### config.mk
export PLATFORM = sky130hd
export DESIGN_NAME = irq_capture
export DESIGN_NICKNAME = d
export VERILOG_FILES = /design/src/rtl/irq_pkg.sv /design/src/rtl/prio_enc.sv /design/src/rtl/irq_capture.sv
export SDC_FILE = /design/constraint.sdc
export NUM_CORES = 1
export LEC_CHECK = 0
export ABC_AREA = 1
export ABC_CLOCK_PERIOD_IN_PS = 1300
export BUFFER_PORTS_ARGS = -buffer_cell sky130_fd_sc_hd__buf_2
export CAP_MARGIN = 10
export CORE_UTILIZATION = 40
export CTS_CLUSTER_SIZE = 12
export DETAILED_ROUTE_END_ITERATION = 10
export GPL_TIMING_DRIVEN = 0
export SETUP_SLACK_MARGIN = 0.3
export SYNTH_ARGS = -nofsm -noshare
export SYNTH_HDL_FRONTEND = slang
export SYNTH_HIERARCHICAL = 1
export SYNTH_SLANG_ARGS = --single-unit
### constraint.sdc
create_clock -name clk -period 1.3 [get_ports clk]
set_input_delay 0.065 -clock clk [delete_from_list [all_inputs] [get_ports clk]]
set_output_delay 0.065 -clock clk [all_outputs]
set_load 0.01 [all_outputs]
### src/rtl/irq_pkg.sv
// Shared constants and FSM state type for the interrupt capture block.
package irq_pkg;
  localparam int N_IRQ = 8;
  localparam int IDX_W = $clog2(N_IRQ);

  typedef enum logic {
    IDLE,
    PRESENT
  } irq_state_t;
endpackage

### src/rtl/prio_enc.sv
// Combinational priority encoder: the highest set bit wins; an all-zero input
// gives any=0 and idx=0.
module prio_enc #(
  parameter int N     = 8,
  parameter int IDX_W = $clog2(N)
) (
  input  logic [N-1:0]     in,
  output logic             any,
  output logic [IDX_W-1:0] idx
);

  // NOTE: idx gets a default before the loop so no path leaves it unassigned (no latch).
  always_comb begin
    idx = '0;
    for (int i = 0; i < N; i++) begin
      if (in[i]) idx = IDX_W'(i);
    end
  end

  assign any = |in;

endmodule

### src/rtl/irq_capture.sv
// Captures request rising edges into sticky pending bits and presents the
// highest-index unmasked pending request over a valid/ready handshake.
module irq_capture
  import irq_pkg::*;
#(
  parameter int N     = N_IRQ,
  parameter int IDX_W = $clog2(N)
) (
  input  logic             clk,
  input  logic             rst,
  input  logic [N-1:0]     req_in,
  input  logic [N-1:0]     mask,
  output logic             idx_valid,
  output logic [IDX_W-1:0] idx_out,
  input  logic             idx_ready,
  output logic [N-1:0]     pending,
  output logic             ovf,
  input  logic             ovf_clr
);

  irq_state_t       state, state_nxt;
  logic [N-1:0]     req_q;
  logic             armed;
  logic [N-1:0]     rise;
  logic [N-1:0]     clr;
  logic             handshake;
  logic             sel_any;
  logic [IDX_W-1:0] sel_idx;
  logic             idx_valid_nxt;
  logic [IDX_W-1:0] idx_out_nxt;

  // armed stays low for the first cycle after reset so a line already high at
  // release is only seen as an edge after it falls and rises again.
  assign rise      = armed ? (req_in & ~req_q) : '0;
  assign handshake = idx_valid & idx_ready;

  always_comb begin
    clr = '0;
    for (int i = 0; i < N; i++) begin
      clr[i] = handshake && (idx_out == IDX_W'(i));
    end
  end

  prio_enc #(.N(N), .IDX_W(IDX_W)) u_prio_enc (
    .in  (pending & mask),
    .any (sel_any),
    .idx (sel_idx)
  );

  // NOTE: all sequential state uses non-blocking assignments so every register samples pre-edge values.
  always_ff @(posedge clk or posedge rst) begin
    if (rst) begin
      req_q   <= '0;
      armed   <= 1'b0;
      pending <= '0;
      ovf     <= 1'b0;
    end else begin
      req_q   <= req_in;
      armed   <= 1'b1;
      pending <= rise | (pending & ~clr);
      // A fresh overflow outranks a clear request in the same cycle.
      if (|(rise & pending & ~clr)) ovf <= 1'b1;
      else if (ovf_clr)             ovf <= 1'b0;
    end
  end

  always_comb begin
    state_nxt     = state;
    idx_valid_nxt = idx_valid;
    idx_out_nxt   = idx_out;
    case (state)
      IDLE: begin
        if (sel_any) begin
          idx_out_nxt   = sel_idx;
          idx_valid_nxt = 1'b1;
          state_nxt     = PRESENT;
        end
      end
      PRESENT: begin
        // Presented index is never retracted; only a handshake releases it.
        if (handshake) begin
          idx_valid_nxt = 1'b0;
          state_nxt     = IDLE;
        end
      end
      default: begin
        idx_valid_nxt = 1'b0;
        state_nxt     = IDLE;
      end
    endcase
  end

  always_ff @(posedge clk or posedge rst) begin
    if (rst) begin
      state     <= IDLE;
      idx_valid <= 1'b0;
      idx_out   <= '0;
    end else begin
      state     <= state_nxt;
      idx_valid <= idx_valid_nxt;
      idx_out   <= idx_out_nxt;
    end
  end

endmodule

### After elaboration in Yosys (flattened, before gate mapping)

Index checks and enable logic that the tools add are counted.

* register bits after elaboration: 23
* output and inout bits: 13

* equal/unequal tests: 9
* multiplexer cells: 16
* bitwise gates (word level): 10
* reduce and logical (&&, ||, !) cells: 14

Operators with widths (number)
* AND 8 bit: 5
* inverter 8 bit: 2
* OR reduction 8 bit: 2
* equality test 3 bit, second input constant: 4
* 2-to-1 mux 3 bit: 4
* logical AND 1 bit: 8
* 2-to-1 mux 8 bit: 1
* OR 8 bit: 1
* 2-to-1 mux 1 bit: 7
* equality test 3 x 2 -> 1 bit, second input constant: 2
* 2-to-1 mux 2 bit: 2
* case mux 1 bit (2 select lines): 2
* AND reduction 2 bit: 2
* equality test 3 x 1 -> 1 bit, second input constant: 1
* logical NOT 3 bit: 1
* inequality test 2 x 1 -> 1 bit, second input constant: 1
* inequality test 2 bit, second input constant: 1
* nonzero test 2 bit: 1
* AND 1 bit: 1
* inverter 1 bit: 1

### Logic depth before layout (Yosys ltp)

Gate-level depths: netlist of run 1.

* depth after elaboration: 8
* mapped depth: 11
* gate-level depth less buffers: 11

### Hierarchy

The synthesis of run 1 kept the hierarchy.

By module, submodules not included
* irq_capture: times used 1, cells an instance 133, area an instance 1021.0 um^2, seq. area each 575.6 um^2
* prio_enc: times used 1, cells an instance 20, area an instance 77.6 um^2, seq. area each 0.0 um^2

### Worst setup path after synthesis of run 1

No wires, ideal clock.

* path type: reg2reg
* start: reg pending[3]
* end: reg idx_out[0]
* setup time: 0.078 ns
* arrival time: 1.136 ns
* data required time: 1.222 ns
* setup slack: 0.087 ns
* cell stages (with the launch flop): 10
* period minus slack after synthesis: 1.213 ns
* cell sequence: dfrtp_1 nand2_1 inv_1 inv_1 nand2_1 nor3_1 nand3_1 nand2_1 nor2_1 a21oi_1

RTL lines
* start: declaration: line irq_capture.sv:16 `output logic [N-1:0] pending,`
* start signal: assignment: line irq_capture.sv:60 `pending <= rise | (pending & ~clr);`
* AND 8 bit: line irq_capture.sv:45 `.in (pending & mask),`
* OR reduction 8 bit: line prio_enc.sv:20 `assign any = |in;`
* via sel_any: line irq_capture.sv:27 `logic sel_any;`
* AND reduction 2 bit (no line)
* end signal: assignment: line irq_capture.sv:101 `idx_out <= idx_out_nxt;`
* end: declaration: line irq_capture.sv:14 `output logic [IDX_W-1:0] idx_out,`

The timed path passes the listed nets, and every way through them passes these cells.
A chain may end at the register's enable or synchronous reset.

### Final worst setup path of run 1

Ends and elaborated chain as after synthesis.

==> impl_metrics.py, run 1 <==
metrics = {
    "setup_path": {
        "setup.worst_path.class": "reg2reg",
        "crit_path_max_incr_delay_ps": 410,
        "critical_path.max_fanout": 8,
        "crit_chain": "nand2_1 > inv_1 > inv_2 > nand2_2 > nor3_2 > nand3_2 > nand2_4 > nor2_1 > a21oi_1",
        "start_kind": "flop",
        "cp.required_ps": 1540,
        "cp.arrival_ps": 1460,
        "cpMaxStageDelayCell": "dfrtp_1",
        "cp-end-kind": "flop",
    },
    "routing": {
        "dr.pass1.iters": 4,
        "ant_nets": 0,
        "vias": 1037,
        "drt_iter0_drc": 14,
        "wl_per_cell_um": 10.3,
        "drt_wl_total_um": 2390,
        "viasPerCell": 4.47,
        "drc": 0,
    },
    "layout": {
        "stdcell_area_mm2": 0.00151,
        "n_fill_cell": 233,
        "nets": 223,
        "drive_gt1_share_pct": 28.7,
        "final_cell_mix": "nand2_1 (54), buf_2 (31), inv_1 (29), dfrtp_1 (23), nor2_1 (15)",
        "syn_to_final_growth_pct": 37.0,
        "fin_cells": 232,
        "final_common_cell": "nand2_1",
        "num_antenna_cells": 0,
    },
    "global_routing": {
        "gr-usage-all-layers_pct": 18.0,
        "grt_max_degree": 24,
        "grt-ovfl-total": 0,
        "antenna_found_initial": 0,
        "grt_pass1_wl_um": 3810,
        "grt_pass1_vias": 941,
    },
    "placement": {
        "io_buffers": 32,
        "place_ws_ps": 45.2,
        "gp_congestion": 0.831,
        "placed_area_mm2": 0.00130,
        "dp.cells": 215,
        "dpl.hpwl_um": 1670,
    },
    "synthesis": {
        "synth.top_cells.by_area": "dfrtp_1 (52%), nand2_1 (20%), inv_1 (11%), nor2_1 (6.2%), nand3_1 (3.6%)",
        "yosys.area.top_type_share_pct": 52.4,
        "mappedNetlistNets": 173,
        "avgSynthCellArea_um2": 7.18,
        "seq_area_frac_synth_pct": 52.4,
        "ys_ff_latch": 23,
        "synth_area_mm2": 0.00110,
        "ys_warn_count": 6,
        "synth_cell_types": 12,
        "synthCells": 153,
        "yosys.area.top_type": "dfrtp_1",
    },
    "sta": {
        "whs_ps": -86.1,
        "max_freq_mhz": 818,
        "setup_viol": 0,
        "worst_slew_pin_slew_ps": 868,
        "rsz0062_at_grt": "yes",
        "finalCritPeriodShare_pct": 94.1,
        "maxSlewViolCount": 0,
        "finClkSkew_ps": 2.41,
        "fin_crit_ps": 1220,
        "setup_ws_ps": 77.1,
        "slew_headroom_pct": 42.0,
        "tns_ps": 0,
        "hold_violations": 23,
    },
    "worst_hold_path": {
        "timing.hold.worst.class": "in2async",
    },
    "die": {
        "fp.coreArea_mm2": 0.00254,
        "die_y_um": 54.4,
        "pin_count": 33,
        "dieArea_mm2": 0.00296,
        "die_w_um": 54.4,
        "row_count": 18,
        "start_util_pct": 43.2,
    },
    "flow_run": {
        "drv_cap": 0,
    },
    "clock_network": {
        "htree_num_levels": 1,
        "cts_hold_buffers": 8,
        "cts_buffer_depth": 2,
        "cts_tree": "yes",
        "cts_root_buf": "clkbuf_4",
        "cts-buffers-inserted": 3,
        "clk_latency_ps": 300,
        "clock-sinks": 23,
        "path_clk_slew_ps": 130,
    },
    "pwr": {
        "powerDensity_mw_per_mm2": 1650,
        "leakagePower_uw": 0.000891,
        "vdd_ir_drop_max_mv": 1.03,
    },
    "status": {
        "failed_checks": "negative hold slack",
        "status": "complete, but fails checks",
    },
}
## logic make-up after synthesis
logic type | after synthesis | share of synthesized area [%]
and+or+nand+nor | 92 | 34.2
other | 1 | 0.341
AOI/OAI and AO/OA | 3 | 1.37
buffers and inverters | 34 | 11.7
DFF | 23 | 52.4
## synth_stat cells
| cell type | number |
|---|---|
| nor3_1 | 1 |
| a21oi_1 | 3 |
| dfrtp_1 | 23 |
| nand3_1 | 8 |
| inv_1 | 33 |
| conb_1 | 1 |
| nand2_2 | 1 |
| nor2_1 | 18 |
| nand3b_1 | 3 |
| nor2_2 | 2 |
| buf_2 | 1 |
| nand2_1 | 59 |
## timing repair
action | 4_1_cts | 5_1_grt
setup buffers | 3 | 2
setup endpoints to repair | 6 | 20
endpoints found under the hold margin | 31 | 23
resized for setup | 7 | 13
pin swaps | 7 | 6
## metrics by stage
step / total power, uW / utilization [%]
2_1_floorplan: 1640 / -
3_3_place_gp: 1930 / 51.0
3_5_place_dp: 1950 / 51.0
4_1_cts: 2370 / 56.9
5_1_grt: 2710 / 59.1
6_report: 2480 / 59.1
## path summary, 6_finish.rpt
path,depth (start not counted),from,slack (ps),to
worst max register to register,9,pending[3],80,idx_out[0]
min in group clk,4,idx_ready,20,idx_valid
worst max-delay path,9,pending[3],80,idx_out[0]
max in group asynchronous,2,rst,850,pending[6]
worst min-delay path,2,rst,-90,req_q[1]
worst min register to register,2,state,520,state
## area by class of cell
class | instances | area (um2) | share of cell area (%)
tap | 30 | 37.5 | 2.49
timing repair buffer | 45 | 298 | 19.8
clock buffer | 4 | 26.3 | 1.75
multi-input combinational | 96 | 439 | 29.2
inverter | 33 | 124 | 8.23
buffer | 1 | 5.00 | 0.333
sequential | 23 | 576 | 38.2
## registers in the layout (all words and copies together), names as in the netlist
register,count
idx_valid,1
armed,1
ovf,1
pending,8
idx_out,3
state,1
req_q,8
## worst max-delay path, delay by kind of cell, from the launching register on
kind	cells	cell delay [ps]
compound gates	1	120
flops	1	410
buf+inv	2	90
simple gates	6	520
## routing by layer
layer,routed length (um),GRT usage [%]
met2,1200,29.7
met1,1070,23.9
met3,115,2.50
met5,0,0
met4,15,6.41
## power breakdown
part | switching (uW) | internal (uW) | total, uW
registers | 168 | 902 | 1070
logic | 618 | 462 | 1080
clock network | 211 | 120 | 330
total | 997 | 1480 | 2480
Note: power is estimated with default switching activity, not from simulation.
==> inputs of run 2 (changes only) <==
--- a/config.mk
+++ b/config.mk
@@ -5,14 +5,16 @@
 export SDC_FILE = /design/constraint.sdc
 export NUM_CORES = 1
 export LEC_CHECK = 0
-export ABC_AREA = 1
 export ABC_CLOCK_PERIOD_IN_PS = 1300
 export BUFFER_PORTS_ARGS = -buffer_cell sky130_fd_sc_hd__buf_2
 export CAP_MARGIN = 10
+export CORE_MARGIN = 8
 export CORE_UTILIZATION = 40
 export CTS_CLUSTER_SIZE = 12
 export DETAILED_ROUTE_END_ITERATION = 10
 export GPL_TIMING_DRIVEN = 0
+export HOLD_SLACK_MARGIN = 0.02
+export PLACE_DENSITY = 0.66
 export SETUP_SLACK_MARGIN = 0.3
 export SYNTH_ARGS = -nofsm -noshare
 export SYNTH_HDL_FRONTEND = slang
==> run 2 against run 1 <==
Effect of this change: the run ends with negative hold slack, negative setup slack left; core utilization increased by 9.0 points; clock power increased by 2%; largest cell class unchanged; highest routed layer unchanged; sequential power decreased by 17%; worst setup slack got worse by 180 ps; cell count decreased by 21%.
==> impl_metrics.py, run 2 <==
metrics = {
    "setup_path": {
        "cp.required_ps": 1520,
        "setup.worst_path.start": "pending[3]",
        "r2r_start": "pending[3]",
        "start_kind": "flop",
        "r2r_cells": 5,
        "critical_path.max_fanout": 4,
        "rrSetupSlack_ps": -100,
        "crit_path_end": "idx_out[0]",
        "cp-end-kind": "flop",
        "setup.worst_path.class": "reg2reg",
        "cp.arrival_ps": 1620,
        "rr_endpoint": "idx_out[0]",
    },
    "sta": {
        "finClkSkew_ps": 5.89,
        "rsz0062_at_grt": "yes",
        "max_freq_mhz": 712,
        "setup_ws_ps": -104,
        "slew_headroom_pct": 42.9,
        "worst_slew_pin_slew_ps": 856,
        "finalCritPeriodShare_pct": 108,
        "maxSlewViolCount": 0,
        "whs_ps": -106,
        "tns_ps": -424,
        "fin_crit_ps": 1400,
        "hold_violations": 23,
        "setup_viol": 5,
    },
    "global_routing": {
        "grt_util_met2_pct": 23.6,
        "top_usage_layer": "met2",
        "antenna_found_initial": 0,
        "grt-ovfl-total": 0,
        "grt_max_degree": 24,
        "grt_use_met3_pct": 3.57,
        "gr-usage-all-layers_pct": 13.0,
        "use_met1_pct": 12.5,
        "grt_pass1_wl_um": 4330,
        "grt_pass1_vias": 1001,
    },
    "synthesis": {
        "async_flop_share_pct": 100,
        "ys_warn_count": 6,
        "synth-compound-area-share_pct": 16.3,
        "mappedNetlistNets": 111,
        "synth_cell_types": 22,
        "synth_area_um2": 980,
        "synth_mux_area_share_pct": 3.45,
        "ys.flop_type": "dfrtp_1",
        "yosys.area.top_type": "dfrtp_1",
        "synth_commonest_cells": "dfrtp_1 (23), and2_1 (8), nand2b_1 (8), o21ai_0 (7)",
        "yosys.area.top_type_share_pct": 58.7,
        "synth-xor-area-share_pct": 0,
        "post-synth-top-count-cell": "dfrtp_1",
        "synth_edf_count": 0,
        "avgSynthCellArea_um2": 10.8,
        "seq_area_frac_synth_pct": 58.7,
        "synthCells": 91,
        "synth-adder-area-share_pct": 0,
        "synthSimpleGateAreaFrac_pct": 19.2,
        "synth_top_family_by_area": "simple AND/OR/NAND/NOR gates",
        "ys_ff_latch": 23,
        "synth.top_cells.by_area": "dfrtp_1 (59%), and2_1 (5.1%), nand2b_1 (5.1%), o21ai_0 (3.6%), mux2_2 (3.4%)",
    },
    "placement": {
        "gp_congestion": 0.835,
        "io_buffers": 32,
        "dpl.hpwl_um": 1780,
        "dp.cells": 153,
    },
    "routing": {
        "dr.pass1.iters": 4,
        "drt_iter0_drc": 51,
        "wl_per_cell_um": 15.6,
        "viasPerCell": 5.07,
        "drt_wl_total_um": 2870,
        "drc": 0,
        "ant_nets": 0,
        "vias": 933,
    },
    "clock_network": {
        "clock-sinks": 23,
        "cts_root_buf": "clkbuf_4",
        "cts-buffers-inserted": 3,
        "path_clk_slew_ps": 130,
        "cts_hold_buffers": 9,
        "cts_buffer_depth": 2,
        "clk_latency_ps": 320,
        "cts_tree": "yes",
        "htree_num_levels": 1,
    },
    "die": {
        "die_y_um": 65.5,
        "pin_count": 33,
        "start_util_pct": 41.0,
        "die_w_um": 65.5,
        "row_count": 18,
        "dieArea_mm2": 0.00429,
        "fp.coreArea_mm2": 0.00239,
    },
    "layout": {
        "num_antenna_cells": 0,
        "final_common_cell": "buf_2",
        "fin_cells": 184,
        "drive_gt1_share_pct": 56.5,
        "final_cell_mix": "buf_2 (23), dfrtp_1 (21), buf_6 (15), buf_4 (12), dlygate4sd3_1 (9)",
        "reg_top3": "pending: 8 flops, req_q: 8 flops, idx_out: 3 flops",
        "syn_to_final_growth_pct": 66.2,
        "nets": 175,
    },
    "pwr": {
        "p_total_uw": 1810,
        "vdd_ir_drop_max_mv": 0.741,
        "powerDensity_mw_per_mm2": 1110,
        "leakagePower_uw": 0.000721,
    },
    "status": {
        "failed_checks": "negative hold slack, negative setup slack",
        "status": "complete, but fails checks",
    },
    "worst_hold_path": {
        "timing.hold.worst.class": "in2async",
    },
    "flow_run": {
        "drv_cap": 0,
    },
}
-- run 2: cell types whose count changed after synthesis, moves of 3 or more --
cell | before | now
o22ai_1 | 0 | 4
nand2b_1 | 0 | 8
nand3_1 | 8 | 1
and2_1 | 0 | 8
inv_1 | 33 | 4
nor2_1 | 18 | 6
nand2_1 | 59 | 4
mux2_2 | 0 | 3
o21ai_1 | 0 | 6
o21ai_0 | 0 | 7
-- run 2: kinds of logic after synthesis --
family	count (synthesis)
AO/OA/AOI/OAI	26
buffers and inverters	5
flip-flops	23
multiplexers	3
other	1
AND/OR/NAND/NOR	33
-- run 2: critical path, stage by stage, from the launching register on --
cell	delay (ps)
dfrtp_1	420
and2_4	180
nor2_4	90
nand4_1	130
nor2b_4	180
mux2_4	300
-- run 2: how the worst min path moves through the flow --
stage / cells past startpoint / end
global placement: 1 / req_q[1]
finish: 2 / armed
global route: 2 / req_q[4]
detailed placement: 1 / req_q[1]
CTS: 2 / armed
floorplan: 1 / armed
-- run 2: layout make-up --
cell class | instances | area (um2)
well taps | 30 | 37.5
clock buffers | 3 | 22.5
flip-flops and latches | 23 | 578
repair buffers | 59 | 464
multi-input cells | 63 | 502
fillers | 190 | 759
clock inverters | 1 | 5.00
inverters | 5 | 18.8
-- run 2: per-stage QoR --
step                      instance area [um2]  worst slack [ps]  util [%]
after floorplan                          1010             -38.9         -
after global placement                   1210             -60.8      50.6
final                                    1630              -104      68.2
after detailed placement                 1210              -100      50.6
after CTS                                1520             -82.9      63.5
after global routing                     1630              -195      68.2
-- run 2: metal layers --
metal	vias to the layer above	wire, um
met5	-	0
li1	441	-
met1	460	1080
met2	25	1530
met3	7	180
met4	0	71
-- run 2: power breakdown --
group	internal, uW	leakage (uW)	switching, uW
Clock	115	0.0000177	223
Sequential	787	0.000239	105
Combinational	354	0.000464	226
-- run 2: what timing repair did --
action	CTS	global route
gates resized for setup	20	20
setup buffers	13	5
pin swaps	7	11
endpoints found under the hold margin	38	23
endpoints found under the setup margin	16	24
==> inputs of run 3 (changes only) <==
--- a/config.mk
+++ b/config.mk
@@ -10,6 +10,7 @@
 export CAP_MARGIN = 10
 export CORE_MARGIN = 8
 export CORE_UTILIZATION = 40
+export CTS_BUF_LIST = sky130_fd_sc_hd__clkbuf_16
 export CTS_CLUSTER_SIZE = 12
 export DETAILED_ROUTE_END_ITERATION = 10
 export GPL_TIMING_DRIVEN = 0
==> run 3 against run 2 <==
Effect of this change: the flow still finishes with violations (negative hold slack, negative setup slack); worst setup slack got worse by 6.0 ps; power rose by 15%; sequential cell count did not move; clock skew fell by 2.8 ps; clock-buffer cell count did not move.
==> impl_metrics.py, run 3 (synthesized netlist as in run 2, its figures left out) <==
metrics = {
    "clock_network": {
        "clock-sinks": 23,
        "cts_root_buf": "clkbuf_16",
        "htree_num_levels": 1,
        "path_clk_slew_ps": 60,
        "cts_tree": "yes",
        "cts-buffers-inserted": 3,
        "cts_buffer_depth": 2,
        "clk_latency_ps": 260,
    },
    "setup_path": {
        "cp.required_ps": 1440,
        "cp-end-kind": "flop",
        "start_kind": "flop",
        "setup.worst_path.start": "pending[2]",
        "r2r_cells": 5,
        "crit_path_end": "idx_out[2]",
        "rr_endpoint": "idx_out[2]",
        "r2r_start": "pending[2]",
        "cp.arrival_ps": 1550,
        "critical_path.max_fanout": 4,
        "setup.worst_path.class": "reg2reg",
        "rrSetupSlack_ps": -110,
    },
    "status": {
        "status": "complete, but fails checks",
        "failed_checks": "negative hold slack, negative setup slack",
    },
    "sta": {
        "setup_ws_ps": -110,
        "setup_viol": 5,
        "slew_headroom_pct": 43.9,
        "maxSlewViolCount": 0,
        "whs_ps": -33.5,
        "finalCritPeriodShare_pct": 108,
        "rsz0062_at_grt": "yes",
        "max_freq_mhz": 709,
        "hold_violations": 23,
        "fin_crit_ps": 1410,
        "finClkSkew_ps": 3.07,
        "worst_slew_pin_slew_ps": 841,
    },
    "layout": {
        "n_fill_cell": 198,
        "fin_cells": 179,
        "syn_to_final_growth_pct": 63.6,
        "multi_input_area_um2": 507,
        "num_antenna_cells": 0,
        "nets": 170,
        "stdcell_area_mm2": 0.00160,
        "drive_gt1_share_pct": 55.7,
        "final_common_cell": "buf_2",
        "register_area_um2": 578,
        "final_cell_mix": "buf_2 (28), dfrtp_1 (21), buf_4 (11), dlygate4sd3_1 (8)",
        "reg_top3": "pending: 8 flops, req_q: 8 flops, idx_out: 3 flops",
    },
    "global_routing": {
        "antenna_found_initial": 0,
        "grt_pass1_vias": 947,
        "grt-ovfl-total": 0,
        "grt_max_degree": 24,
        "gr-usage-all-layers_pct": 12.5,
        "grt_pass1_wl_um": 4200,
    },
    "placement": {
        "gp_congestion": 0.835,
        "io_buffers": 32,
        "placed_area_mm2": 0.00121,
        "dp.cells": 153,
        "dpl.hpwl_um": 1780,
    },
    "worst_hold_path": {
        "timing.hold.worst.class": "in2async",
    },
    "pwr": {
        "vdd_ir_drop_max_mv": 0.974,
        "powerDensity_mw_per_mm2": 1300,
        "leakagePower_uw": 0.000695,
    },
    "routing": {
        "viasPerCell": 5.07,
        "wl_per_cell_um": 15.0,
        "vias": 908,
        "drt_wl_total_um": 2690,
        "dr.pass1.iters": 4,
        "drc": 0,
        "drt_iter0_drc": 15,
        "ant_nets": 0,
    },
    "die": {
        "die_w_um": 65.5,
        "start_util_pct": 41.0,
        "fp.coreArea_mm2": 0.00239,
        "die_y_um": 65.5,
        "dieArea_mm2": 0.00429,
        "pin_count": 33,
        "row_count": 18,
    },
    "flow_run": {
        "drv_cap": 0,
    },
}
-- run 3: worst max-delay path, stage by stage (launching register included) --
cell and delay, ps:
dfrtp_1 420, and2_4 190, nor2_4 40, nand4_1 100
nor2b_4 210, mux2_2 340
-- run 3: power by group --
part	internal, uW	total (uW)	switching [uW]
clock network	414	668	255
registers	788	863	75.0
logic	291	545	254
-- run 3: per-stage QoR --
step | setup TNS (ps) | hold WS, ps | setup slack (ps) | power, uW | util [%]
2_1_floorplan | -117 | 66.9 | -38.9 | 1040 | -
3_3_place_gp | -242 | 187 | -60.8 | 1170 | 50.6
3_5_place_dp | -354 | 189 | -100 | 1180 | 50.6
4_1_cts | -209 | 8.70 | -88.4 | 2020 | 63.3
5_1_grt | -748 | 66.2 | -160 | 2180 | 67.1
6_report | -401 | -33.5 | -110 | 2080 | 67.1
-- run 3: final cells by class --
| type | instances | area share [%] |
|---|---|---|
| Sequential cell | 23 | 36.1 |
| Inverter | 5 | 1.17 |
| Clock inverter | 1 | 0.312 |
| Timing Repair Buffer | 54 | 23.8 |
| Tap cell | 30 | 2.34 |
| Multi-Input combinational cell | 63 | 31.6 |
| Clock buffer | 3 | 4.68 |
-- run 3: per-layer routing --
| layer | global-route usage, % | part of all wire [%] |
|---|---|---|
| met1 | 12.7 | 38 |
| met2 | 21.9 | 52 |
| met3 | 3.91 | 6.6 |
| met4 | 7.36 | 4.0 |
| met5 | 0 | 0 |
-- run 3: worst min-delay path by stage --
stage | to | from | cells after the start
3_3_place_gp | req_q[1] | req_in[1] | 1
2_1_floorplan | armed | rst | 1
5_1_grt | armed | rst | 2
6_report | req_q[4] | rst | 2
4_1_cts | req_q[4] | rst | 2
3_5_place_dp | req_q[1] | req_in[1] | 1
-- run 3: what timing repair did --
item / 4_1_cts / 5_1_grt
pin swaps: 7 / 3
endpoints found under the hold margin: 31 / 0
setup buffers: 10 / 4
gates resized for setup: 16 / 15
hold buffers: 8 / 0
endpoints found under the setup margin: 13 / 19
